==> src/rtl/wb_arbiter_2m_if.sv <==
// Wishbone link bundle used by the two-master arbiter: one instance per master port and one for the slave side.
interface wb_arbiter_2m_if #(
    parameter int AW = 32,
    parameter int DW = 32
);
    logic            cyc;
    logic            stb;
    logic            we;
    logic [DW/8-1:0] sel;
    logic [AW-1:0]   adr;
    logic [DW-1:0]   wdat;
    logic [DW-1:0]   rdat;
    logic            ack;
    logic            err;

    modport master (output cyc, stb, we, sel, adr, wdat, input ack, err, rdat);
    modport slave  (input cyc, stb, we, sel, adr, wdat, output ack, err, rdat);
endinterface

==> src/rtl/wb_arbiter_2m.sv <==
// Two-master / one-slave Wishbone arbiter, round-robin grant locked for the owner's whole cyc.
// Optional stall timeout (bus error to the owner) enabled by defining WB_ARB_TIMEOUT_EN.
module wb_arbiter_2m #(
    parameter int AW      = 32,
    parameter int DW      = 32,
    parameter int TIMEOUT = 255
) (
    input  logic            wb_clk_i,
    input  logic            wb_rst_i,
    wb_arbiter_2m_if.slave  m0,
    wb_arbiter_2m_if.slave  m1,
    wb_arbiter_2m_if.master s,
    output logic [1:0]      grant_o,
    output logic            busy_o
);

    if (TIMEOUT < 1 || TIMEOUT > 255) begin : g_bad_timeout
        $error("wb_arbiter_2m: TIMEOUT must be in 1..255");
    end

    // Encoding doubles as the one-hot grant vector {m1,m0}.
    typedef enum logic [1:0] {
        ST_IDLE = 2'b00,
        ST_GNT0 = 2'b01,
        ST_GNT1 = 2'b10
    } state_t;

    state_t          r_state;
    state_t          w_state_next;
    logic            r_last_gnt;
    logic            w_sel_stb;
    logic            w_err_pulse;
    logic            w_cyc;
    logic            w_we;
    logic [DW/8-1:0] w_sel;
    logic [AW-1:0]   w_adr;
    logic [DW-1:0]   w_wdat;

    always_ff @(posedge wb_clk_i or negedge wb_rst_i) begin
        if (!wb_rst_i) begin
            r_state    <= ST_IDLE;
            r_last_gnt <= 1'b1;
        end else begin
            r_state <= w_state_next;
            if (w_state_next == ST_GNT0)
                r_last_gnt <= 1'b0;
            else if (w_state_next == ST_GNT1)
                r_last_gnt <= 1'b1;
        end
    end

    always_comb begin
        w_state_next = r_state;
        case (r_state)
            ST_IDLE: begin
                if (m0.cyc && m1.cyc)
                    w_state_next = r_last_gnt ? ST_GNT0 : ST_GNT1;
                else if (m0.cyc)
                    w_state_next = ST_GNT0;
                else if (m1.cyc)
                    w_state_next = ST_GNT1;
            end
            // Handover goes straight to the other master when it is waiting.
            ST_GNT0: if (!m0.cyc) w_state_next = m1.cyc ? ST_GNT1 : ST_IDLE;
            ST_GNT1: if (!m1.cyc) w_state_next = m0.cyc ? ST_GNT0 : ST_IDLE;
            default: w_state_next = ST_IDLE;
        endcase
    end

    // Kept separate from the output mux so the timeout path never loops through it.
    always_comb begin
        case (r_state)
            ST_GNT0: w_sel_stb = m0.stb;
            ST_GNT1: w_sel_stb = m1.stb;
            default: w_sel_stb = 1'b0;
        endcase
    end

`ifdef WB_ARB_TIMEOUT_EN
    localparam logic [7:0] TMO_LAST = 8'(TIMEOUT - 1);

    logic [7:0] r_tmo_cnt;

    assign w_err_pulse = w_sel_stb & ~s.ack & (r_tmo_cnt == TMO_LAST);

    always_ff @(posedge wb_clk_i or negedge wb_rst_i) begin
        if (!wb_rst_i)
            r_tmo_cnt <= '0;
        else if (w_err_pulse || !w_sel_stb || s.ack || (w_state_next != r_state))
            r_tmo_cnt <= '0;
        else
            r_tmo_cnt <= r_tmo_cnt + 8'd1;
    end
`else
    assign w_err_pulse = 1'b0;
`endif

    always_comb begin
        w_cyc   = 1'b0;
        w_we    = 1'b0;
        w_sel   = '0;
        w_adr   = '0;
        w_wdat  = '0;
        m0.ack  = 1'b0;
        m0.err  = 1'b0;
        m0.rdat = '0;
        m1.ack  = 1'b0;
        m1.err  = 1'b0;
        m1.rdat = '0;
        case (r_state)
            ST_GNT0: begin
                w_cyc   = m0.cyc;
                w_we    = m0.we;
                w_sel   = m0.sel;
                w_adr   = m0.adr;
                w_wdat  = m0.wdat;
                m0.ack  = s.ack & m0.stb & ~w_err_pulse;
                m0.err  = w_err_pulse;
                m0.rdat = s.rdat;
            end
            ST_GNT1: begin
                w_cyc   = m1.cyc;
                w_we    = m1.we;
                w_sel   = m1.sel;
                w_adr   = m1.adr;
                w_wdat  = m1.wdat;
                m1.ack  = s.ack & m1.stb & ~w_err_pulse;
                m1.err  = w_err_pulse;
                m1.rdat = s.rdat;
            end
            default: ;
        endcase
    end

    assign s.cyc   = w_cyc;
    assign s.stb   = w_sel_stb & ~w_err_pulse;
    assign s.we    = w_we;
    assign s.sel   = w_sel;
    assign s.adr   = w_adr;
    assign s.wdat  = w_wdat;
    assign grant_o = r_state;
    assign busy_o  = |r_state;

endmodule

==> src/flat_wrapper.sv <==
// flat-port wrapper written by rule: the top's interface ports become plain ports
module wb_arbiter_2m_flat 
#(
    parameter int AW      = 32,
    parameter int DW      = 32,
    parameter int TIMEOUT = 255
)
  (wb_clk_i, wb_rst_i, grant_o, busy_o, m0_cyc, m0_stb, m0_we, m0_sel, m0_adr, m0_wdat, m0_ack, m0_err, m0_rdat, m1_cyc, m1_stb, m1_we, m1_sel, m1_adr, m1_wdat, m1_ack, m1_err, m1_rdat, s_cyc, s_stb, s_we, s_sel, s_adr, s_wdat, s_ack, s_err, s_rdat);
  wb_arbiter_2m_if #(.AW(AW), .DW(DW)) m0_i ();
  wb_arbiter_2m_if #(.AW(AW), .DW(DW)) m1_i ();
  wb_arbiter_2m_if #(.AW(AW), .DW(DW)) s_i ();
  input  logic wb_clk_i;
  input  logic wb_rst_i;
  output logic [1:0] grant_o;
  output logic busy_o;
  input wire logic [$bits(m0_i.cyc)-1:0] m0_cyc;
  input wire logic [$bits(m0_i.stb)-1:0] m0_stb;
  input wire logic [$bits(m0_i.we)-1:0] m0_we;
  input wire logic [$bits(m0_i.sel)-1:0] m0_sel;
  input wire logic [$bits(m0_i.adr)-1:0] m0_adr;
  input wire logic [$bits(m0_i.wdat)-1:0] m0_wdat;
  output wire logic [$bits(m0_i.ack)-1:0] m0_ack;
  output wire logic [$bits(m0_i.err)-1:0] m0_err;
  output wire logic [$bits(m0_i.rdat)-1:0] m0_rdat;
  input wire logic [$bits(m1_i.cyc)-1:0] m1_cyc;
  input wire logic [$bits(m1_i.stb)-1:0] m1_stb;
  input wire logic [$bits(m1_i.we)-1:0] m1_we;
  input wire logic [$bits(m1_i.sel)-1:0] m1_sel;
  input wire logic [$bits(m1_i.adr)-1:0] m1_adr;
  input wire logic [$bits(m1_i.wdat)-1:0] m1_wdat;
  output wire logic [$bits(m1_i.ack)-1:0] m1_ack;
  output wire logic [$bits(m1_i.err)-1:0] m1_err;
  output wire logic [$bits(m1_i.rdat)-1:0] m1_rdat;
  output wire logic [$bits(s_i.cyc)-1:0] s_cyc;
  output wire logic [$bits(s_i.stb)-1:0] s_stb;
  output wire logic [$bits(s_i.we)-1:0] s_we;
  output wire logic [$bits(s_i.sel)-1:0] s_sel;
  output wire logic [$bits(s_i.adr)-1:0] s_adr;
  output wire logic [$bits(s_i.wdat)-1:0] s_wdat;
  input wire logic [$bits(s_i.ack)-1:0] s_ack;
  input wire logic [$bits(s_i.err)-1:0] s_err;
  input wire logic [$bits(s_i.rdat)-1:0] s_rdat;
  assign m0_i.cyc = m0_cyc;
  assign m0_i.stb = m0_stb;
  assign m0_i.we = m0_we;
  assign m0_i.sel = m0_sel;
  assign m0_i.adr = m0_adr;
  assign m0_i.wdat = m0_wdat;
  assign m0_ack = m0_i.ack;
  assign m0_err = m0_i.err;
  assign m0_rdat = m0_i.rdat;
  assign m1_i.cyc = m1_cyc;
  assign m1_i.stb = m1_stb;
  assign m1_i.we = m1_we;
  assign m1_i.sel = m1_sel;
  assign m1_i.adr = m1_adr;
  assign m1_i.wdat = m1_wdat;
  assign m1_ack = m1_i.ack;
  assign m1_err = m1_i.err;
  assign m1_rdat = m1_i.rdat;
  assign s_cyc = s_i.cyc;
  assign s_stb = s_i.stb;
  assign s_we = s_i.we;
  assign s_sel = s_i.sel;
  assign s_adr = s_i.adr;
  assign s_wdat = s_i.wdat;
  assign s_i.ack = s_ack;
  assign s_i.err = s_err;
  assign s_i.rdat = s_rdat;
  wb_arbiter_2m #(.AW(AW), .DW(DW), .TIMEOUT(TIMEOUT)) u_core (.wb_clk_i(wb_clk_i), .wb_rst_i(wb_rst_i), .m0(m0_i), .m1(m1_i), .s(s_i), .grant_o(grant_o), .busy_o(busy_o));
endmodule
==> config.mk <==
export PLATFORM = sky130hd
export DESIGN_NAME = wb_arbiter_2m_flat
export DESIGN_NICKNAME = d
export VERILOG_FILES = /design/src/rtl/wb_arbiter_2m_if.sv /design/src/rtl/wb_arbiter_2m.sv /design/src/flat_wrapper.sv
export SDC_FILE = /design/constraint.sdc
export NUM_CORES = 1
export LEC_CHECK = 0
export CAP_MARGIN = 20
export CORE_AREA = 5 5 121 123
export CTS_BUF_LIST = sky130_fd_sc_hd__clkbuf_8
export DETAILED_ROUTE_END_ITERATION = 8
export DIE_AREA = 0 0 126 128
export GPL_TIMING_DRIVEN = 0
export PLACE_DENSITY_LB_ADDON = 0.1
export SYNTH_ARGS = -nofsm -noshare
export SYNTH_HDL_FRONTEND = slang
export SYNTH_SLANG_ARGS = --single-unit
==> constraint.sdc <==
create_clock -name wb_clk_i -period 4.5 [get_ports wb_clk_i]
set_input_delay 0.9 -clock wb_clk_i [delete_from_list [all_inputs] [get_ports wb_clk_i]]
set_output_delay 0.9 -clock wb_clk_i [all_outputs]
set_load 0.01 [all_outputs]
# Word-level counts from Yosys, hierarchy flattened
# Index checks and enable logic that the tools add are counted.
[word_totals] elab_cells=33 in_bits=178 out_inout_bits=142 mem_count=0 ram_bits=0 latch_bits=0 regBits=3 romBits=0
[op_classes] shifts=0 n_reduce_logical=4 n_addsub=0 n_mul=0 magnitude_cmp=0 div=0 eq_ne=4 mux=21 n_bitwise=2
[op_table] op="$pmux 32 s2" n=2
[op_table] op="$mux 32" n=2
[op_table] op="$mux 2" n=7
[op_table] op="$pmux 4 s2" n=1
[op_table] op="$pmux 1 s2" n=3
[op_table] op="$pmux 2 s3" n=1
[op_table] op="$mux 1" n=5
[op_table] op="$eq 2x1->1 const B" n=2
[op_table] op="$eq 2x2->1 const B" n=2
[op_table] op="$and 1x1->1" n=2
[op_table] op="$logic_not 2->1" n=1
[op_table] op="$reduce_bool 2->1" n=1
[op_table] op="$reduce_or 2->1" n=1
[op_table] op="$logic_and 1x1->1" n=1

# Logic depth before layout (Yosys ltp)
# Gate-level depths: netlist (run 1).
[logic_depth] word_depth=7 depth_mapped=10 mapped_depth_nobuf=8

# Worst setup path before layout (run 1)
# OpenSTA, ideal clock, no wires.
[synth_path] kind="in2out" from="input port m1_cyc" to="output port s_cyc" arrival_time_ns=1.428 setup_slack_ns=2.172 path_buffers=1 path_stages=3 required_time_ns=3.600 path_cell_list="clkbuf_1 -> a22oi_1 -> nor2b_1"
[synth_between] elab_chain_len=1
[synth_rtl] item="from (decl)" line="flat_wrapper.sv:25" rtl="input wire logic [$bits(m1_i.cyc)-1:0] m1_cyc;"
[synth_rtl] item="$pmux 1 s2" line="wb_arbiter_2m.sv:110" rtl="case (r_state)"
[synth_rtl] item="to (decl)" line="flat_wrapper.sv:34" rtl="output wire logic [$bits(s_i.cyc)-1:0] s_cyc;"
# Every way passes these cells.

# Worst setup path in the final report (run 1)
[layout_path] from="register u_core.r_state[0], in the netlist u_core.grant_o[0]" to="output port s_wdat[20]"
[layout_between] elab_chain_len=2 elab_cells_between_ends=3 cone_classes="eq/ne (2); mux (1)"
[layout_rtl] item="from (decl)" line="wb_arbiter_2m.sv:28" rtl="state_t r_state;"
[layout_rtl] item="from (signal assigned)" line="wb_arbiter_2m.sv:44" rtl="r_state <= w_state_next;"
[layout_rtl] item="$eq 2x2->1 or $eq 2x1->1 (tied branches)" line="wb_arbiter_2m.sv:110"
[layout_rtl] item="$pmux 32 s2 (*)" line="wb_arbiter_2m.sv:110"
[layout_rtl] item="to (decl)" line="flat_wrapper.sv:39" rtl="output wire logic [$bits(s_i.wdat)-1:0] s_wdat;"
# Mark *: on every way between the ends. The rest lies on a longest branch, timed or not.

==> summary.md, run 1 <==
| Metric | Value |
|---|---|
| Antenna violations before repair | `0` |
| Endpoints failing setup | `0` |
| # IOs | `320` |
| Net Sw Power | `0.001056 W` |
| IO Port Bufs | `315` |
| FF+latch count, synth | `3` |
| WHS | `0.4880 ns` |
| Yosys warnings | `0` |
| DRC viols | `0` |
| Hold Fails Final Rpt | `0` |
| Maximum number of pins on one net before global-route repair | `11` |
| Net count, final | `779` |
| Switch share | `0.4440` |
| RSZ-0062 raised after global routing | `false` |
| CP bufs+invs | `3` |
| Post-CTS setup buffers | `0` |
| CTS max path bufs | `2` |
| Pre-Repair DR Iteration Count | `4` |
| Worst Hold Path EP | `u_core.r_last_gnt` |
| Critical path type | `flip-flop to output port` |
| R2R Path Start | `u_core.grant_o[0]` |
| CTS tree | `built` |
| # diodes | `0` |
| CTS root buf | `clkbuf_8` |
| Avg Inst Size Synth | `6.758 sq um` |
| Cts hold-fix bufs | `0` |
| Pre-CTS setup slack | `1.253 ns` |
| CP max stage delay | `0.60 ns` |
| Status | `complete, no violations` |
| Vias in the first global route | `3447` |
| Die H | `128 um` |
| Post-layout utilization of the core | `0.3894` |
| Comb pwr share | `0.943` |
| Slowest cell on the critical path | `clkdlybuf4s50_1` |
| GR Overflow Total | `0` |
| Row cnt | `43` |
| Layout cell share with drive strength beyond 1 | `0.04377` |
| Worst path required time | `3.60 ns` |
| Core area | `13560 sq um` |
| H-Tree Depth | `1` |
| Crit path launch type | `flip-flop` |
| Distinct cell type count of the synthesized netlist | `27` |
| Initial cell density of the core | `0.1366` |
| Hold Path Origin | `u_core.r_last_gnt` |
| First-pass GRT wire length | `20200 um` |
| Wire per inst | `17.78 um` |
| Register share of total power | `0.026` |
| Num CTS Buffers | `3` |
| Die W | `126 um` |
| Fmax | `293.1 MHz` |
| Vias/cell | `4.196` |
| Initial DRC Count | `111` |
| Total global-route track usage | `0.1551` |
| HPWL after DPL | `11870 um` |
| Crit path DAT | `2.51 ns` |
| Synth Instances | `274` |
| WL final | `13760 um` |
| Seq/Total Area, Yosys | `0.04122` |
| Clock power share | `0.031` |
| Synth Cell Area | `1852 sq um` |
| Setup TNS | `0 ns` |
| Critical path peak fanout | `10` |
| DRT antenna net count | `0` |
| Final period util | `0.7583` |
| Most frequent cells in the layout | `clkdlybuf4s50_1, a22oi_1, nor2b_1, and2_1, buf_2` |
| Maximum vdd drop | `0.0002465 V` |
| Hold path depth | `2` |
| Cell Chain, Critical Path | `inv_1, ha_1, clkbuf_1, nor2b_1, clkdlybuf4s50_1` |
| Gpl congestion | `0.8183` |
| Lkg Pwr | `1.877 nW` |
| Int Power | `0.001323 W` |
| Layout area overhead | `185.1%` |
| Clock sink total | `3` |
| Vias | `3248` |
| Final Skew | `0.003369 ns` |
| Worst reg-to-reg path cell count | `9` |
| Final Max Tran Viols | `0` |
| Largest delay share family, worst path | `buffers and inverters` |
| Die footprint | `16130 sq um` |
| Critical Path Sink Type | `output port` |
| Worst Hold Class | `flip-flop to flip-flop` |
| CTS resizes | `0` |
| Power density cells | `450.7 nW/um^2` |
| FF-to-FF setup slack | `2.35 ns` |
| Post-route setup slack | `1.088 ns` |
| Max_cap viols | `0` |
| Clk Latency, worst-skew pair | `0.21 ns` |
| Reg2Reg Capture Point | `u_core.r_last_gnt` |
| Tmin final | `3.412 ns` |
| Clock edge transition at the registers on the reported setup and hold paths | `0.03 ns` |
| Commonest non-fill, non-tap cell in the layout | `clkdlybuf4s50_1` |
-- sequential cells by signal, indices dropped and copies added, names as in the netlist --
signal	flops
u_core.grant_o	2
u_core.r_last_gnt	1
-- per-layer routing --
layer,vias up,GRT usage,share of wire
met4,0,0.02713,0.015
li1,1593,-,-
met5,-,0,0
met1,1497,0.1743,0.38
met2,144,0.2980,0.54
met3,14,0.03833,0.071
-- cells by family (layout without fill, tap and decap cells) --
family / after synthesis / in the layout / synth area share
and+or+nand+nor: 144 / 144 / 0.4818
AOI/OAI and AO/OA: 81 / 81 / 0.3291
buffers and inverters: 39 / 358 / 0.1054
adders and majority gates: 6 / 6 / 0.04054
DFF: 3 / 3 / 0.04122
other: 1 / 2 / 0.002025
-- cell usage after synthesis --
library cell / count / area share
a22oi_1: 72 / 0.29
nor2b_1: 71 / 0.24
and2_1: 64 / 0.22
buf_2: 15 / 0.041
clkbuf_1: 14 / 0.028
ha_1: 6 / 0.041
inv_1: 5 / 0.010
buf_6: 3 / 0.018
and3_1: 2 / 0.0068
buf_4: 2 / 0.0081
dfrtp_1: 2 / 0.027
nand2_1: 2 / 0.0041
nand2b_1: 2 / 0.0068
a21oi_1: 1 / 0.0027
a2bb2oi_1: 1 / 0.0047
a311o_1: 1 / 0.0054
a311oi_1: 1 / 0.0047
conb_1: 1 / 0.0020
dfstp_2: 1 / 0.014
nand2_2: 1 / 0.0034
nand3_1: 1 / 0.0027
nor2_1: 1 / 0.0020
o21ai_0: 1 / 0.0027
o21ai_2: 1 / 0.0047
o21bai_1: 1 / 0.0041
o22a_1: 1 / 0.0047
o22ai_1: 1 / 0.0034
-- final cells by class --
type | count | area [sq um]
fill | 1403 | 8279
timing repair buffer | 315 | 3153
multi-input combinational | 233 | 1584
tap | 180 | 225.2
buffer | 34 | 176.4
sequential | 3 | 76.32
clock buffer | 3 | 41.29
inverter | 5 | 18.77
clock inverter | 1 | 3.754
-- power by group through the flow --
stage | combinational [W] | sequential, W | clock (W)
3_3_place_gp | 0.00226 | 0.0000614 | 0
3_5_place_dp | 0.00228 | 0.0000624 | 0
6_report | 0.00224 | 0.0000620 | 0.0000745
4_1_cts | 0.00229 | 0.0000623 | 0.0000776
5_1_grt | 0.00244 | 0.0000650 | 0.0000799
2_1_floorplan | 0.00109 | 0.0000609 | 0
-- metrics by stage --
| stage | instances | cell area, sq um | power, W |
|---|---|---|---|
| finish | 774 | 5279 | 0.002379 |
| global route | 774 | 5279 | 0.002586 |
| CTS | 774 | 5279 | 0.002429 |
| detailed placement | 770 | 5234 | 0.002340 |
| global placement | 770 | 5234 | 0.002318 |
| floorplan | 275 | 1856 | 0.001153 |
-- worst min-delay path: stages, from the launching register on --
cell	delay (ns)
dfstp_2	0.35
nand2_1	0.04
o21ai_0	0.08
-- worst max-delay path by stage --
stage | start | depth (start not counted) | end | slack [ns]
finish | u_core.grant_o[0] | 5 | s_wdat[20] | 1.09
global route | u_core.grant_o[1] | 5 | s_wdat[24] | 0.87
CTS | u_core.grant_o[1] | 5 | s_wdat[19] | 1.02
detailed placement | u_core.grant_o[0] | 5 | s_wdat[19] | 1.25
global placement | u_core.grant_o[1] | 5 | s_wdat[20] | 1.29
floorplan | m1_cyc | 3 | s_cyc | 2.17
Note: power is estimated with default switching activity, not from simulation.
==> run 2: changes to the inputs <==
- CORE_AREA: 5 5 121 123 -> 5 5 123 125
- DIE_AREA: 0 0 126 128 -> 0 0 128 130
- clock period: 4.5 -> 3.5 ns (I/O delays scaled with it)
==> run 2 against run 1 <==
Sequential power rose by 27%. Sequential share of layout area did not move. Utilization fell by 0.61 points. Die area rose by 3.2%. Combinational power rose by 29%. Via count fell by 0.62%. Critical path type unchanged. Critical endpoint is now s_adr[20]. Largest cell class unchanged.
==> summary.md, run 2 (synthesized netlist as in run 1, its figures left out) <==
| Metric | Value |
|---|---|
| Num CTS Buffers | `3` |
| Most frequent cells in the layout | `clkdlybuf4s50_1, a22oi_1, nor2b_1, and2_1, buf_2` |
| Gpl congestion | `0.8300` |
| Fin cells | `774` |
| Slowest cell on the critical path | `clkdlybuf4s50_1` |
| Post-route met1 wirelength | `5126 um` |
| Die W | `128 um` |
| Cts hold-fix bufs | `0` |
| Lkg Pwr | `1.877 nW` |
| FF-to-FF setup slack | `1.38 ns` |
| Die footprint | `16640 sq um` |
| Vias in the first global route | `3286` |
| IO Port Bufs | `315` |
| Commonest non-fill, non-tap cell in the layout | `clkdlybuf4s50_1` |
| Vias/cell | `4.171` |
| Initial cell density of the core | `0.1344` |
| CTS root buf | `clkbuf_8` |
| Row cnt | `43` |
| Maximum vdd drop | `0.0004009 V` |
| Endpoints failing setup | `0` |
| CTS max path bufs | `2` |
| Hold Fails Final Rpt | `0` |
| Total power | `0.003060 W` |
| Setup TNS | `0 ns` |
| H-Tree Depth | `1` |
| Power density cells | `579.8 nW/um^2` |
| Final Max Tran Viols | `0` |
| Critical path peak fanout | `10` |
| Clock edge transition at the registers on the reported setup and hold paths | `0.03 ns` |
| Clock sink total | `3` |
| Tmin final | `3.192 ns` |
| Initial DRC Count | `93` |
| DRC viols | `0` |
| Layout cell share with drive strength beyond 1 | `0.04377` |
| WL final | `13670 um` |
| Clk Latency, worst-skew pair | `0.21 ns` |
| CP max stage delay | `0.57 ns` |
| # diodes | `0` |
| Core area | `13770 sq um` |
| Crit path DAT | `2.49 ns` |
| Highest metal used | `met4` |
| Vias | `3228` |
| Worst path required time | `2.80 ns` |
| Final period util | `0.9121` |
| DRT antenna net count | `0` |
| Met2 WL | `7447 um` |
| Wire per inst | `17.67 um` |
| Post-CTS setup buffers | `0` |
| Maximum number of pins on one net before global-route repair | `11` |
| # IOs | `320` |
| Largest register FFs | `2` |
| Die H | `130 um` |
| Pre-Repair DR Iteration Count | `4` |
| Final Skew | `0.0006743 ns` |
| Antenna violations before repair | `0` |
| Net count, final | `779` |
| Crit path launch type | `flip-flop` |
| Critical path type | `flip-flop to output port` |
| Max_cap viols | `0` |
| Status | `complete, no violations` |
| CTS resizes | `0` |
| Layout area overhead | `185.1%` |
| CTS tree | `built` |
| Met3 wire len | `989 um` |
| First-pass GRT wire length | `19450 um` |
| Total global-route track usage | `0.1462` |
| RSZ-0062 raised after global routing | `false` |
| Inst Count DP | `770` |
| Fmax | `313.2 MHz` |
| Worst Hold Class | `flip-flop to flip-flop` |
| Critical Path Sink Type | `output port` |
| HPWL after DPL | `11710 um` |
| GR Overflow Total | `0` |
| Cell Chain, Critical Path | `inv_1, ha_1, clkbuf_1, nor2b_1, clkdlybuf4s50_1` |
-- run 2: cell counts in the layout (fill, tap and decap cells not counted) --
No cell type changed its count.
-- run 2: worst max-delay path: cells and delay by family (launching register included) --
family        cells  cell delay (ns)
fa+ha+maj         1             0.52
buf+inv           3             1.03
flops             1             0.46
simple gates      1             0.25
-- run 2: per-layer routing --
layer,up-vias,GRT usage
li1,1592,-
met1,1481,0.1662
met2,147,0.2865
met3,8,0.03070
met4,0,0.01810
met5,-,0
-- run 2: area by class of cell --
type / instances / area, sq um
Clock inverter: 1 / 3.754
Multi-Input combinational cell: 233 / 1584
Tap cell: 180 / 225.2
Buffer: 34 / 176.4
Inverter: 5 / 18.77
Timing Repair Buffer: 315 / 3153
Clock buffer: 3 / 41.29
Sequential cell: 3 / 76.32
Fill cell: 1459 / 8494
-- run 2: report_power, final --
| group | switching [W] | total [W] | leakage, nW | internal [W] |
|---|---|---|---|---|
| registers | 0.0000211 | 0.0000785 | 0.0359 | 0.0000574 |
| clock network | 0.0000216 | 0.0000961 | 0.0269 | 0.0000745 |
| logic | 0.00132 | 0.00289 | 1.81 | 0.00157 |
-- run 2: final timing paths --
check | to | depth (start not counted) | startpoint
setup / recovery | s_adr[20] | 5 | u_core.grant_o[1]
hold / removal | u_core.r_last_gnt | 2 | u_core.r_last_gnt
setup reg to reg | u_core.r_last_gnt | 9 | u_core.grant_o[0]
hold reg to reg | u_core.r_last_gnt | 2 | u_core.r_last_gnt
max in group asynchronous | u_core.r_last_gnt | 1 | wb_rst_i
min in group asynchronous | u_core.grant_o[1] | 1 | wb_rst_i
-- run 2: through the flow --
| stage | hold WS (ns) | instance area, sq um | utilization | worst slack [ns] |
|---|---|---|---|---|
| detailed placement | 0.4833 | 5234 | 0.3800 | 0.4634 |
| finish | 0.4856 | 5279 | 0.3833 | 0.3076 |
| CTS | 0.4884 | 5279 | 0.3833 | 0.2197 |
| global route | 0.5248 | 5279 | 0.3833 | 0.1013 |
| floorplan | 0.4044 | 1856 | - | 1.394 |
| global placement | 0.4876 | 5234 | 0.3800 | 0.4892 |
